==> src/rtl/branch_cond_unit.sv <==
// ---------------------------------------------------------------------------
// branch_cond_unit
//
// Purpose:
//   Consumer side of the subtract-unit flag interface (C, Z, V, S). It takes
//   one branch request from decode and waits for the matching compare flags.
//   It then evaluates the branch condition and hands a registered
//   taken/redirect decision to fetch. A request that never sees its flags
//   is resolved as not-taken after a bounded wait, with a one-cycle
//   timeout_err pulse alongside that decision.
//
// Ports:
//   clk          clock, all state updates on the rising edge
//   rst          synchronous, active-high reset (overrides flush)
//   flags_valid  flag_c/z/v/s carry a valid compare result this cycle
//   flag_c       borrow of input1-input2 (input1 < input2 unsigned)
//   flag_z       input1-input2 == 0
//   flag_v       signed overflow of input1-input2
//   flag_s       MSB of input1-input2
//   br_valid     branch request present
//   br_cond      condition code: EQ, NE, LT, GE, LTU, GEU, ALWAYS, NEVER
//   br_target    branch target PC
//   br_ready     request accepted when br_valid & br_ready
//   stall        fetch cannot take the decision this cycle
//   flush        kill any in-flight branch
//   taken_valid  decision valid, held while stall
//   taken        branch condition evaluated true
//   redirect_pc  br_target when taken, otherwise 0
//   timeout_err  one-cycle pulse on a forced not-taken decision
// ---------------------------------------------------------------------------
module branch_cond_unit #(
  parameter int ADDR_WIDTH = 32,
  parameter int WAIT_LIMIT = 8
) (
  input  logic                  clk,
  input  logic                  rst,
  input  logic                  flags_valid,
  input  logic                  flag_c,
  input  logic                  flag_z,
  input  logic                  flag_v,
  input  logic                  flag_s,
  input  logic                  br_valid,
  input  logic [2:0]            br_cond,
  input  logic [ADDR_WIDTH-1:0] br_target,
  output logic                  br_ready,
  input  logic                  stall,
  input  logic                  flush,
  output logic                  taken_valid,
  output logic                  taken,
  output logic [ADDR_WIDTH-1:0] redirect_pc,
  output logic                  timeout_err
);

  localparam int CNT_W = $clog2(WAIT_LIMIT + 1);
  localparam logic [CNT_W-1:0] CNT_LAST = CNT_W'(WAIT_LIMIT - 1);

  typedef enum logic [1:0] {
    S_IDLE,
    S_WAIT,
    S_RESOLVE
  } state_t;

  state_t                state;
  logic [CNT_W-1:0]      wait_cnt;
  logic [CNT_W-1:0]      cnt_next;
  logic [2:0]            cond_q;
  logic [ADDR_WIDTH-1:0] target_q;
  logic                  live_idle;
  logic                  live_wait;

  function automatic logic eval_cond(input logic [2:0] cond, input logic c,
                                     input logic z, input logic v, input logic s);
    logic res;
    case (cond)
      3'd0:    res = z;
      3'd1:    res = !z;
      3'd2:    res = s ^ v;
      3'd3:    res = !(s ^ v);
      3'd4:    res = c;
      3'd5:    res = !c;
      3'd6:    res = 1'b1;
      default: res = 1'b0;
    endcase
    return res;
  endfunction

  // In IDLE the condition comes straight from decode; in WAIT it comes from
  // the captured copy, since decode has moved on by then.
  always_comb begin
    live_idle = eval_cond(br_cond, flag_c, flag_z, flag_v, flag_s);
    live_wait = eval_cond(cond_q, flag_c, flag_z, flag_v, flag_s);
    cnt_next  = wait_cnt + CNT_W'(1);
  end

  assign br_ready = (state == S_IDLE);

  // Single FSM. Priority is rst > flush > (in WAIT) flags > timeout.
  // A timeout fires when the incremented count reaches WAIT_LIMIT-1. The
  // decision therefore lands WAIT_LIMIT cycles after the request was accepted.
  always_ff @(posedge clk) begin
    if (rst) begin
      state       <= S_IDLE;
      taken_valid <= 1'b0;
      taken       <= 1'b0;
      redirect_pc <= '0;
      timeout_err <= 1'b0;
      wait_cnt    <= '0;
      cond_q      <= '0;
      target_q    <= '0;
    end else if (flush) begin
      state       <= S_IDLE;
      taken_valid <= 1'b0;
      taken       <= 1'b0;
      redirect_pc <= '0;
      timeout_err <= 1'b0;
      wait_cnt    <= '0;
    end else begin
      case (state)
        S_IDLE: begin
          if (br_valid) begin
            cond_q   <= br_cond;
            target_q <= br_target;
            wait_cnt <= '0;
            if (flags_valid) begin
              state       <= S_RESOLVE;
              taken_valid <= 1'b1;
              taken       <= live_idle;
              redirect_pc <= live_idle ? br_target : '0;
              timeout_err <= 1'b0;
            end else begin
              state <= S_WAIT;
            end
          end
        end
        S_WAIT: begin
          if (flags_valid) begin
            state       <= S_RESOLVE;
            taken_valid <= 1'b1;
            taken       <= live_wait;
            redirect_pc <= live_wait ? target_q : '0;
            timeout_err <= 1'b0;
          end else if (cnt_next >= CNT_LAST) begin
            state       <= S_RESOLVE;
            taken_valid <= 1'b1;
            taken       <= 1'b0;
            redirect_pc <= '0;
            timeout_err <= 1'b1;
            wait_cnt    <= '0;
          end else begin
            wait_cnt <= cnt_next;
          end
        end
        S_RESOLVE: begin
          // timeout_err is a pulse; the rest holds for as long as stall does
          timeout_err <= 1'b0;
          if (!stall) begin
            state       <= S_IDLE;
            taken_valid <= 1'b0;
            taken       <= 1'b0;
            redirect_pc <= '0;
          end
        end
        default: state <= S_IDLE;
      endcase
    end
  end

endmodule

==> config.mk <==
export PLATFORM = sky130hd
export DESIGN_NAME = branch_cond_unit
export DESIGN_NICKNAME = d
export VERILOG_FILES = /design/src/rtl/branch_cond_unit.sv
export SDC_FILE = /design/constraint.sdc
export NUM_CORES = 1
export LEC_CHECK = 0
export ABC_AREA = 1
export CAP_MARGIN = 20
export CELL_PAD_IN_SITES_DETAIL_PLACEMENT = 0
export CELL_PAD_IN_SITES_GLOBAL_PLACEMENT = 2
export CORE_ASPECT_RATIO = 0.6
export CORE_MARGIN = 5
export CORE_UTILIZATION = 25
export CTS_CLUSTER_SIZE = 40
export DETAILED_ROUTE_END_ITERATION = 10
export PLACE_DENSITY = 0.77
export SETUP_SLACK_MARGIN = 0.4
export SYNTH_ARGS = -nofsm -noshare
export SYNTH_HDL_FRONTEND = slang
export SYNTH_SLANG_ARGS = --single-unit
==> constraint.sdc <==
create_clock -name clk -period 1.6 [get_ports clk]
set_input_delay 0.16 -clock clk [delete_from_list [all_inputs] [get_ports clk]]
set_output_delay 0.16 -clock clk [all_outputs]
set_load 0.02 [all_outputs]
After elaboration in Yosys (flattened, before gate mapping)
Cells that the tools add are included.
Storage, ports and cells
  bits in registers: 76
  latch bits: 0
  memory bits (writable): 0
  ROM bits: 0
  output and inout bits: 36
  logic and storage cells: 80
  memories: 0
Operators by class
  $add $sub $neg: 1
  $mul: 0
  divide/modulo/power cells: 0
  $lt $le $gt $ge: 1
  equality and inequality tests: 19
  shifts and indexed selects: 0
  mux-type cells: 35
  bitwise operators: 2
  reduce and logical (&&, ||, !) cells: 14
Operators with widths (number)
  32-bit two-way mux: 7
  32-bit one-hot mux with 3 select lines: 1
  3-bit equality test, second input constant: 6
  1-bit one-hot mux with 7 select lines: 2
  3-bit by 2-bit equality test with 1-bit output, second input constant: 4
  1-bit two-way mux: 12
  4-bit two-way mux: 3
  2-bit two-way mux: 5
  1-bit one-hot mux with 3 select lines: 3
  3-bit AND reduction: 3
  2-bit inequality test, second input constant: 4
  4-bit one-hot mux with 2 select lines: 1
  3-bit by 1-bit equality test with 1-bit output, second input constant: 2
  3-bit zero test: 2
  2-bit one-hot mux with 3 select lines: 1
  5-bit AND reduction: 1
  4-bit by 1-bit adder with 4-bit output, second input constant: 1
  4-bit by 3-bit >= comparator with 1-bit output, second input constant: 1
  4-bit AND reduction: 1
  1-bit zero test: 3
  3-bit inequality test, second input constant: 1
  3-bit nonzero test: 1
  2-bit by 1-bit equality test with 1-bit output, second input constant: 1
  2-bit equality test, second input constant: 1
  5 further kinds: 5

Depth between registers and ports, before layout
  depth in word-level cells: 7
  mapped depth: 12

Worst setup path after synthesis
Ideal clock, no wire load.
  path kind: register to register
  start point: register state[0]
  end point: register redirect_pc[14]
  library setup time: 0.111 ns
  arrival time: 1.645 ns
  slack: -0.156 ns
  stages on the path, launching flop included: 11
  buffers on the path: 2
  cell sequence: dfxtp_1 > inv_1 > ha_1 > inv_2 > nor2_1 > nor2_1 > nand4_2 > buf_6 > buf_8 > nor2_2 > nor2_2
Between the ends
  longest elaborated chain between the ends: 3
  elaborated cells between the ends (all ways): 10
  those cells by class: eq/ne: 6; mux: 1; reduce/logical: 3
RTL lines
  start: declaration: RTL line 63  | state_t state;
  start signal: assignment: RTL line 102  | state <= S_IDLE;
  start signal: assignment: RTL line 111  | state <= S_IDLE;
  start signal: assignment: RTL line 125  | state <= S_RESOLVE;
  2-bit zero test (*)
  via br_ready: RTL line 45  | output logic br_ready,
  2-bit inequality test (no source line) or 3-bit nonzero test (tied branches)
  5-bit AND reduction (no source line)
  end signal: assignment: RTL line 128  | redirect_pc <= live_idle ? br_target : '0;
  end signal: assignment: RTL line 140  | redirect_pc <= live_wait ? target_q : '0;
  end: declaration: RTL line 50  | output logic [ADDR_WIDTH-1:0] redirect_pc,
The timed path passes the listed nets; every way through them passes the cells marked *.
A chain may end at the register's enable or synchronous reset.

Worst setup path in the final report
  start point: register state[1]
  end point: register redirect_pc[31]
Between the ends
  longest elaborated chain between the ends: 3
  elaborated cells between the ends (all ways): 10
  those cells by class: eq/ne: 6; mux: 1; reduce/logical: 3
RTL lines
  2-bit by 1-bit equality test with 1-bit output, or another cell as far along: RTL line 118  | case (state)
  3-bit inequality test (no source line), or another cell as far along
  5-bit AND reduction (no source line)
Parallel ways exist; a longest one is shown, timed or not.

==> flow_metrics.env <==
export IMPL_fin_crit_ns=1.62
export IMPL_io_pins=81
export IMPL_area_growth_syn_to_layout_pct=71.2
export IMPL_drcViolationCount=0
export IMPL_final_net_count=750
export IMPL_setup_viol=8
export IMPL_fin_skew_ns=0.00585
export IMPL_violations="setup timing"
export IMPL_worst_ep_required_time_ns=1.83
export IMPL_die_w_um=171
export IMPL_tightest_slew_ns=0.422
export IMPL_critPathArrivalTime_ns=1.85
export IMPL_yosys_warnings=0
export IMPL_p_int_mw=4.21
export IMPL_max_cap_violations=0
export IMPL_cts_buffer_depth=2
export IMPL_rsz0062_at_grt="yes"
export IMPL_synth_edf_count=0
export IMPL_layout_drive_gt1_share_pct=35.1
export IMPL_hold_buffers=0
export IMPL_wl_um=15000
export IMPL_syn_num_nets=639
export IMPL_initial_utilization_pct=25.4
export IMPL_rows=35
export IMPL_design_power_total_mw=6.09
export IMPL_dieArea_um2=18300
export IMPL_worst_setup_path_type="register to register"
export IMPL_syn_area_um2=3900
export IMPL_swShare_pct=30.9
export IMPL_cellPowerDensity_nw_per_um2=913
export IMPL_final_hold_violation_count=0
export IMPL_clock_sinks=76
export IMPL_max_freq_mhz=616
export IMPL_grt_pass1_vias=3929
export IMPL_ys_ff_latch=76
export IMPL_firstDrtPassIters=4
export IMPL_synth_top_family_by_area="simple AND/OR/NAND/NOR gates"
export IMPL_synth_seq_area_share_pct=39.0
export IMPL_cp_max_fo=7
export IMPL_cts_root_buffer="clkbuf_16"
export IMPL_post_dp_cell_area_um2=5090
export IMPL_cp_start_kind="register"
export IMPL_hp_class="input pin to register"
export IMPL_final_cell_mix="nand2_1, dfxtp_1, inv_1, nand2_4"
export IMPL_synth_xor_xnor_area_share_pct=0
export IMPL_syn_inst=588
export IMPL_synthAdderAreaFrac_pct=1.93
export IMPL_p_leak_nw=2.93
export IMPL_multi_input_area_um2=2660
export IMPL_synthFlopType="dfxtp_1"
export IMPL_diodes=0
export IMPL_drt_iter0_drc=216
export IMPL_synth_top_area_cell="dfxtp_1"
export IMPL_vias=4207
export IMPL_cts_made_buffers=9
export IMPL_max_slew_margin_pct=71.9
export IMPL_synth_simple_gate_area_share_pct=42.0
export IMPL_path_clk_slew_ns=0.06
export IMPL_fin_crit_sh_pct=101
export IMPL_grt_pass1_wl_um=20900
export IMPL_comb_power_share_pct=28.7
export IMPL_grt_max_degree=38
export IMPL_core_um2=15300
export IMPL_grt_usage_pct=14.5
export IMPL_antenna_found_initial=0
export IMPL_p_seq_share_pct=34.3
export IMPL_ctsHtreeMaxLevel=3
export IMPL_postSynthAreaPerCell_um2=6.63
export IMPL_synth_top_area_share_pct=39.0
export IMPL_power_switching_mw=1.88
export IMPL_cts_tree="built"
export IMPL_grt_ovfl_total=0
export IMPL_vias_per_cell=4.64
export IMPL_final_common_cell="nand2_1"
export IMPL_clk_latency_ns=0.34
export IMPL_synthMuxAreaShare_pct=0
export IMPL_synth_distinct_cells=30
export IMPL_outcome="finished with violations"
export IMPL_async_flop_share_pct=0
export IMPL_final_area_um2=6670
export IMPL_nFillCells=1509
export IMPL_pwr_share_clk_pct=37.0
export IMPL_cp_end_kind="register"
export IMPL_routedWlPerCell_um=16.5
export IMPL_port_buffers=80
export IMPL_synth_compound_area_share_pct=6.36
export IMPL_final_setup_worst_slack_ns=-0.0224
export IMPL_detailed_place_hpwl_um=8260
export IMPL_vdd_drop_max_mv=0.543
export IMPL_area_sequential_um2=1530
export IMPL_ant_nets=0
export IMPL_slew_violations=0
export IMPL_die_y_um=107
export IMPL_synthTopCellsByArea="dfxtp_1, nand2_1, nand4_1, nor2_1, nand3_1"
export IMPL_globalplace_congestion=0.761
-- metrics by stage --
stage | TNS (ns) | utilization (%) | instances | hold WS [ns] | setup WS, ns
finish | -0.0766 | 43.5 | 906 | 0.239 | -0.0224
global route | -2.00 | 43.5 | 906 | 0.252 | -0.0900
CTS | 0 | 38.9 | 887 | 0.229 | 0.0146
detailed placement | -5.42 | 33.2 | 859 | 0.454 | -0.177
global placement | -4.86 | 33.2 | 859 | 0.448 | -0.157
floorplan | 0 | - | 588 | 0.303 | 0.106
-- power by group through the flow --
stage / sequential, mW / clock [mW] / combinational [mW]
global route: 2.10 / 2.37 / 1.89
global placement: 2.10 / 0 / 1.25
finish: 2.09 / 2.25 / 1.75
floorplan: 2.16 / 0 / 0.730
CTS: 2.08 / 2.29 / 1.39
detailed placement: 2.11 / 0 / 1.26
-- synth_stat cells, types with 2 or more instances --
cell	number
nand2_1	197
dfxtp_1	76
nor2_1	62
inv_1	50
nand3_1	40
a21oi_1	39
nand4_1	38
nor2_2	20
buf_2	16
clkbuf_1	12
ha_1	6
buf_4	4
inv_2	4
a211oi_1	3
buf_6	3
o21ai_0	3
o21bai_1	2
-- logic make-up (layout without fill, tap and decap cells) --
group	count (synthesis)	in the layout
simple gates	367	367
buf+inv	92	207
flops	76	76
compound gates	47	47
fa+ha+maj	6	6
-- sequential cells by signal, summed over array words and instances (netlist names) --
name and cells:
wait_cnt 4, timeout_err 1, state 2, cond_q 3, redirect_pc 32, target_q 32, taken 1, taken_valid 1
-- worst max-delay path: stages, from the launching register on --
cell,delay (ns)
dfxtp_2,0.32
inv_2,0.07
ha_2,0.21
inv_4,0.05
nor2_4,0.11
nand4_4,0.13
nand4_4,0.12
buf_12,0.16
clkbuf_16,0.17
nand2_1,0.05
nand2_1,0.06
nor2_2,0.04
-- layer usage --
metal	vias to the layer above	track usage [%]	wire length (um)
li1	2095	-	-
met1	2011	21.0	7690
met2	90	21.6	6420
met3	11	3.65	696
met4	0	3.34	150
met5	-	0	0
-- path summary, 6_finish.rpt --
check	cells after the start	start	slack, ns	end
setup / recovery	11	state[1]$_SDFFE_PP0P_	-0.02	redirect_pc[31]$_SDFFE_PP0P_
hold / removal	4	rst	0.24	state[0]$_SDFFE_PP0P_
setup reg to reg	11	state[1]$_SDFFE_PP0P_	-0.02	redirect_pc[31]$_SDFFE_PP0P_
hold reg to reg	2	timeout_err$_SDFFE_PP0P_	0.46	timeout_err$_SDFFE_PP0P_
-- cell type report --
class | instances | share of cell area, %
clock buffers | 11 | 3.79
repair buffers | 134 | 23.6
well taps | 203 | 3.81
clock inverters | 4 | 1.09
multi-input cells | 420 | 39.8
flip-flops and latches | 76 | 22.9
repair inverters | 3 | 1.35
inverters | 55 | 3.68
-- what timing repair did --
item / in CTS / in global routing
gates cloned: 6 / 12
setup buffers: 7 / 7
resized for setup: 157 / 123
pin swaps: 25 / 62
endpoints found under the setup margin: 112 / 92
(Power assumes the default switching activity.)
